[src/rtl/fp_term_units.sv]
// Three independent binary32 units for the series-iteration controller:
// integer-ness check, squarer and restoring divider, each with a request/done pulse pair.
module fp_term_units (
  input  logic        clk,
  input  logic        reset,
  input  logic        fr_ri,
  input  logic [31:0] fr_num,
  output logic        fr_res,
  output logic        fr_ro,
  input  logic        pw_ri,
  input  logic [31:0] pw_x,
  output logic [31:0] pw_res,
  output logic        pw_err,
  output logic        pw_ro,
  input  logic        dl_ri,
  input  logic [31:0] dl_x,
  input  logic [31:0] dl_n,
  output logic [31:0] dl_res,
  output logic        dl_ro
);

  // 1 when the magnitude has fractional bits; zero and denormals count as integers.
  function automatic logic frac_check(input logic [30:0] mag);
    logic [7:0]  e;
    logic [22:0] m;
    logic [22:0] mask;
    logic        r;
    e    = mag[30:23];
    m    = mag[22:0];
    mask = 23'((24'd1 << (8'd150 - e)) - 24'd1);
    if (e == 8'd0)        r = 1'b0;
    else if (e == 8'hFF)  r = 1'b1;
    else if (e >= 8'd150) r = 1'b0;
    else if (e < 8'd127)  r = 1'b1;
    else                  r = |(m & mask);
    return r;
  endfunction

  // Returns {err, result}; overflow and Inf/NaN saturate to an error with a zero result.
  function automatic logic [32:0] sq_pack(input logic zero, input logic special,
                                          input logic signed [9:0] exp, input logic [22:0] man);
    logic [32:0] r;
    if (special || exp > 10'sd254) r = {1'b1, 32'd0};
    else if (zero || exp < 10'sd1) r = 33'd0;
    else                           r = {2'b00, exp[7:0], man};
    return r;
  endfunction

  function automatic logic [31:0] dl_pack(input logic sgn, input logic xz, input logic nz,
                                          input logic signed [9:0] exp, input logic [22:0] man);
    logic [31:0] r;
    if (xz && nz)               r = 32'h7FC0_0000;
    else if (nz)                r = {sgn, 8'hFF, 23'd0};
    else if (xz)                r = {sgn, 31'd0};
    else if (exp > 10'sd254)    r = {sgn, 8'hFF, 23'd0};
    else if (exp < 10'sd1)      r = {sgn, 31'd0};
    else                        r = {sgn, exp[7:0], man};
    return r;
  endfunction

  // ---------------- fraction check ----------------
  logic        fr_vld_p0, fr_vld_p1;
  logic [30:0] fr_mag_p0;
  logic        fr_frac_p1;
  logic        fr_busy;

  assign fr_busy = fr_vld_p0 | fr_vld_p1;

  always_ff @(posedge clk) begin
    if (reset) begin
      fr_vld_p0 <= 1'b0;
      fr_vld_p1 <= 1'b0;
      fr_ro     <= 1'b0;
      fr_res    <= 1'b0;
    end else begin
      fr_vld_p0 <= fr_ri && !fr_busy;
      fr_vld_p1 <= fr_vld_p0;
      fr_ro     <= fr_vld_p1;
      if (fr_vld_p1) fr_res <= fr_frac_p1;
    end
  end

  always_ff @(posedge clk) begin
    if (fr_ri && !fr_busy) fr_mag_p0 <= 31'(fr_num & 32'h7FFF_FFFF);
    // p0 -> p1: classify
    fr_frac_p1 <= frac_check(fr_mag_p0);
  end

  // ---------------- squarer ----------------
  logic              pw_vld_p0, pw_vld_p1, pw_vld_p2;
  logic [30:0]       pw_mag_p0;
  logic [24:0]       pw_prod_p1;
  logic [7:0]        pw_exp_p1;
  logic signed [9:0] pw_exp_p2;
  logic [22:0]       pw_man_p2;
  logic              pw_zero_p2, pw_inf_p2;
  logic              pw_busy;

  assign pw_busy = pw_vld_p0 | pw_vld_p1 | pw_vld_p2;

  always_ff @(posedge clk) begin
    if (reset) begin
      pw_vld_p0 <= 1'b0;
      pw_vld_p1 <= 1'b0;
      pw_vld_p2 <= 1'b0;
      pw_ro     <= 1'b0;
      pw_res    <= 32'd0;
      pw_err    <= 1'b0;
    end else begin
      pw_vld_p0 <= pw_ri && !pw_busy;
      pw_vld_p1 <= pw_vld_p0;
      pw_vld_p2 <= pw_vld_p1;
      pw_ro     <= pw_vld_p2;
      if (pw_vld_p2) {pw_err, pw_res} <= sq_pack(pw_zero_p2, pw_inf_p2, pw_exp_p2, pw_man_p2);
    end
  end

  always_ff @(posedge clk) begin
    if (pw_ri && !pw_busy) pw_mag_p0 <= 31'(pw_x & 32'h7FFF_FFFF);
    // p0 -> p1: mantissa product, kept from bit 23 up (truncation)
    pw_exp_p1  <= pw_mag_p0[30:23];
    pw_prod_p1 <= 25'(({24'd0, 1'b1, pw_mag_p0[22:0]} * {24'd0, 1'b1, pw_mag_p0[22:0]}) >> 23);
    // p1 -> p2: normalize
    pw_zero_p2 <= (pw_exp_p1 == 8'd0);
    pw_inf_p2  <= (pw_exp_p1 == 8'hFF);
    pw_exp_p2  <= $signed({1'b0, pw_exp_p1, 1'b0}) - 10'sd127 + $signed({9'd0, pw_prod_p1[24]});
    pw_man_p2  <= pw_prod_p1[24] ? pw_prod_p1[23:1] : pw_prod_p1[22:0];
  end

  // ---------------- divider ----------------
  typedef enum logic [2:0] {DL_IDLE, DL_UNPACK, DL_DIV, DL_NORM, DL_PACK} dl_state_t;

  dl_state_t         dl_state;
  logic [31:0]       dl_x_p0, dl_n_p0;
  logic              dl_sgn_p1, dl_xz_p1, dl_nz_p1;
  logic signed [9:0] dl_exp_p1;
  logic [25:0]       dl_rem_p1;
  logic [23:0]       dl_div_p1;
  logic [24:0]       dl_quo_p1;
  logic [4:0]        dl_cnt;
  logic [22:0]       dl_man_p2;

  always_ff @(posedge clk) begin
    if (reset) begin
      dl_state <= DL_IDLE;
      dl_ro    <= 1'b0;
      dl_res   <= 32'd0;
    end else begin
      dl_ro <= 1'b0;
      case (dl_state)
        DL_IDLE: if (dl_ri) begin
          dl_x_p0  <= dl_x;
          dl_n_p0  <= dl_n;
          dl_state <= DL_UNPACK;
        end
        // p0 -> p1: unpack; the quotient of two 1.x mantissas lies in (0.5, 2)
        DL_UNPACK: begin
          dl_sgn_p1 <= dl_x_p0[31] ^ dl_n_p0[31];
          dl_xz_p1  <= (dl_x_p0[30:23] == 8'd0);
          dl_nz_p1  <= (dl_n_p0[30:23] == 8'd0);
          dl_exp_p1 <= $signed({2'b00, dl_x_p0[30:23]}) - $signed({2'b00, dl_n_p0[30:23]}) + 10'sd127;
          dl_rem_p1 <= {2'b00, 1'b1, dl_x_p0[22:0]};
          dl_div_p1 <= {1'b1, dl_n_p0[22:0]};
          dl_quo_p1 <= 25'd0;
          dl_cnt    <= 5'd0;
          dl_state  <= DL_DIV;
        end
        DL_DIV: begin
          if (dl_rem_p1 >= {2'b00, dl_div_p1}) begin
            dl_rem_p1 <= 26'((dl_rem_p1 - {2'b00, dl_div_p1}) << 1);
            dl_quo_p1 <= {dl_quo_p1[23:0], 1'b1};
          end else begin
            dl_rem_p1 <= {dl_rem_p1[24:0], 1'b0};
            dl_quo_p1 <= {dl_quo_p1[23:0], 1'b0};
          end
          dl_cnt <= dl_cnt + 5'd1;
          if (dl_cnt == 5'd24) dl_state <= DL_NORM;
        end
        // p1 -> p2: normalize quotient below 1.0
        DL_NORM: begin
          if (dl_quo_p1[24]) begin
            dl_man_p2 <= dl_quo_p1[23:1];
          end else begin
            dl_man_p2 <= dl_quo_p1[22:0];
            dl_exp_p1 <= dl_exp_p1 - 10'sd1;
          end
          dl_state <= DL_PACK;
        end
        DL_PACK: begin
          dl_res   <= dl_pack(dl_sgn_p1, dl_xz_p1, dl_nz_p1, dl_exp_p1, dl_man_p2);
          dl_ro    <= 1'b1;
          dl_state <= DL_IDLE;
        end
        default: dl_state <= DL_IDLE;
      endcase
    end
  end

endmodule

[config.mk]
export PLATFORM = sky130hd
export DESIGN_NAME = fp_term_units
export DESIGN_NICKNAME = d
export VERILOG_FILES = /design/src/rtl/fp_term_units.sv
export SDC_FILE = /design/constraint.sdc
export NUM_CORES = 2
export LEC_CHECK = 0
export BUFFER_PORTS_ARGS = -buffer_cell sky130_fd_sc_hd__buf_2
export CORE_MARGIN = 2
export CORE_UTILIZATION = 45
export DETAILED_ROUTE_END_ITERATION = 10
export HOLD_SLACK_MARGIN = 0.12
export MAX_ROUTING_LAYER = met4
export PLACE_DENSITY_LB_ADDON = 0.15
export RECOVER_POWER = 100
export SLEW_MARGIN = 15
export SYNTH_ARGS = -nofsm -noshare
export SYNTH_HDL_FRONTEND = slang
export SYNTH_SLANG_ARGS = --single-unit
[constraint.sdc]
create_clock -name clk -period 22.4 [get_ports clk]
set_input_delay 4.48 -clock clk [delete_from_list [all_inputs] [get_ports clk]]
set_output_delay 4.48 -clock clk [all_outputs]
set_load 0.1 [all_outputs]
==> results.toml <==
[sta]
post-route-period-util = 0.449
clock.fmax_ghz = 0.0994
skew_ps = 23.6
max-slew-margin-rel = -1.32
setup_viol = 0
tightest_slew_ps = 3490
period_needed_ps = 10070
tns_ps = 0
slew_viol_final = 328
rsz0062_at_grt = "false"
timing.final.hold_violations = 0

[worst_setup_path]
cp_cell_sequence = "buf_2, clkbuf_1, nor3_1, clkbuf_1, o21bai_2, clkbuf_1"
path_buf_inv = 4
critPathCaptureType = "flip-flop"
slowest_delay_ps = 2310
start_kind = "primary input"
path_max_fanout = 59
crit_top_cell = "clkbuf_1"
crit_type = "in -> reg"
required_ps = 22490
crit_family = "buffers and inverters"
crit_slowest_cell = "clkbuf_1"
critPathArrivalTime_ps = 10160

[clock_tree]
clk_pin_slew_ps = 60
hold_buffers = 0
numCtsBuffers = 44
clkLatencyLatePin_ps = 570
h-tree-depth = 2
cts_setup_buffers = 0
cts-root-buf = "clkbuf_16"
cts_resized = 0
cts_buffer_depth = 3
clock-sinks = 386
cts_tree = "yes"

[drt]
vias_per_cell = 5.07
wl_per_cell_um = 17.2
num_vias = 20381
routed_wl_um = 69200
drtIter0Drc = 925
drtPass1Iterations = 6
drc = 0
antenna_left = 0

[synth]
synth_cells = 2919
async_reset_ff_frac = 0
synth_edf_count = 241
ys_types = 89
synth_nets = 3693
yosysSeqAreaShare = 0.326
ys_ff_latch = 386
synth_ff_type = "edfxtp_1"
synth_warnings = 0
syn-cell-area_sq_mm = 0.0311
avgSynthCellArea_sq_um = 10.6

[placed_design]
dp.cells = 3936
gp_routability_congestion = 0.861
io_buffers = 198
hpwl_um = 52500

[finish]
final_common_cell = "inv_1"
nets = 3874
syn_to_final_growth_pct = 10.4
final_cell_mix = "inv_1 (634), fa_1 (425), nand2_1 (267), edfxtp_1 (241), ha_1 (216)"
seq_area_sq_mm = 0.0101
drive_gt1_frac = 0.0890
fillers = 6284
multi_input_area_sq_mm = 0.0181
finalNonFillerCells = 4018

[floorplan]
core_area_sq_mm = 0.0685
rows = 96
initial_utilization = 0.454
die_height_um = 267
fp.dieW_um = 267
die_area_sq_mm = 0.0711
ios = 202

[status]
failed_checks = "capacitance limit, slew limit"
status = "finished with violations"

[min_path]
hold_class = "reg -> reg"

[run]
cap_violations = 7

[global_route]
grt_remaining_overflow = 0
grt_max_degree = 65
first_global_vias = 22427
antenna_found_initial = 1
grt_pass1_wl_um = 114000
grt_util_all_layers = 0.208
[routing by layer]
layer / track usage / part of all wire / wire length (um)
met2: 0.360 / 0.51 / 35100
met3: 0.0301 / 0.045 / 3130
met5: - / 0 / 0
met1: 0.251 / 0.42 / 28700
met4: 0.0659 / 0.032 / 2190
[Yosys cell counts (21+ instances only)]
library cell / n / area [sq um]
a21oi_1: 95 / 475
fa_1: 425 / 8510
dfxtp_1: 145 / 2900
and2_1: 70 / 438
nor2b_1: 25 / 156
a22o_1: 24 / 210
nor3_1: 27 / 135
nand2_1: 267 / 1000
ha_1: 216 / 2700
clkbuf_1: 83 / 312
and3_1: 37 / 231
inv_1: 634 / 2380
mux2_2: 47 / 529
mux2i_1: 21 / 210
xnor2_1: 51 / 447
nor2_1: 133 / 499
nand3_1: 48 / 240
a21o_1: 23 / 173
edfxtp_1: 241 / 7240
o21ai_0: 51 / 255
xor2_1: 34 / 298
[cell families (layout without fill, tap and decap cells)]
family / Yosys count / after routing / synth area share
DFF: 386 / 386 / 0.326
buffers and inverters: 737 / 953 / 0.0903
AOI/OAI and AO/OA: 319 / 319 / 0.0695
xor gates and xnor gates: 85 / 85 / 0.0240
adders and majority gates: 641 / 641 / 0.361
muxes: 68 / 68 / 0.0238
and+or+nand+nor: 682 / 682 / 0.105
other: 1 / 2 / 0.000121
[path summary, 6_finish.rpt]
path	startpoint	endpoint	slack, ps	cells past startpoint
max reg2reg	pw_mag_p0[8]	pw_prod_p1[19]	13460	24
min	pw_mag_p0[23]	pw_exp_p1[0]	340	0
max	reset	dl_quo_p1[12]	12330	6
min reg2reg	pw_mag_p0[23]	pw_exp_p1[0]	340	0
[final cells by class]
type | count | share of cell area
Clock buffer | 63 | 0.0372
Timing Repair Buffer | 235 | 0.0328
Antenna cell | 1 | 0.0000730
Tap cell | 882 | 0.0322
Sequential cell | 386 | 0.296
Multi-Input combinational cell | 1796 | 0.527
Clock inverter | 18 | 0.00500
Inverter | 637 | 0.0697
[state kept, by name (all words and copies together), names as in the netlist, 25 cells and up]
register	cells
dl_n_p0	32
dl_rem_p1	26
dl_quo_p1	25
pw_mag_p0	31
fr_mag_p0	31
dl_res	32
pw_res	31
dl_x_p0	32
pw_prod_p1	25
[stage by stage]
stage | worst slack (ps) | hold slack [ps] | instance area [sq um] | util
3_3_place_gp | 13750 | 325 | 33100 | 0.483
5_1_grt | 11640 | 344 | 34300 | 0.501
6_report | 12330 | 339 | 34300 | 0.501
2_1_floorplan | 10960 | 323 | 31100 | -
3_5_place_dp | 13740 | 327 | 33100 | 0.483
4_1_cts | 13690 | 339 | 34500 | 0.504
Power is left out: the tool's default activity adds up to more than one toggle a clock period on the data nets, which glitch-free logic cannot reach.
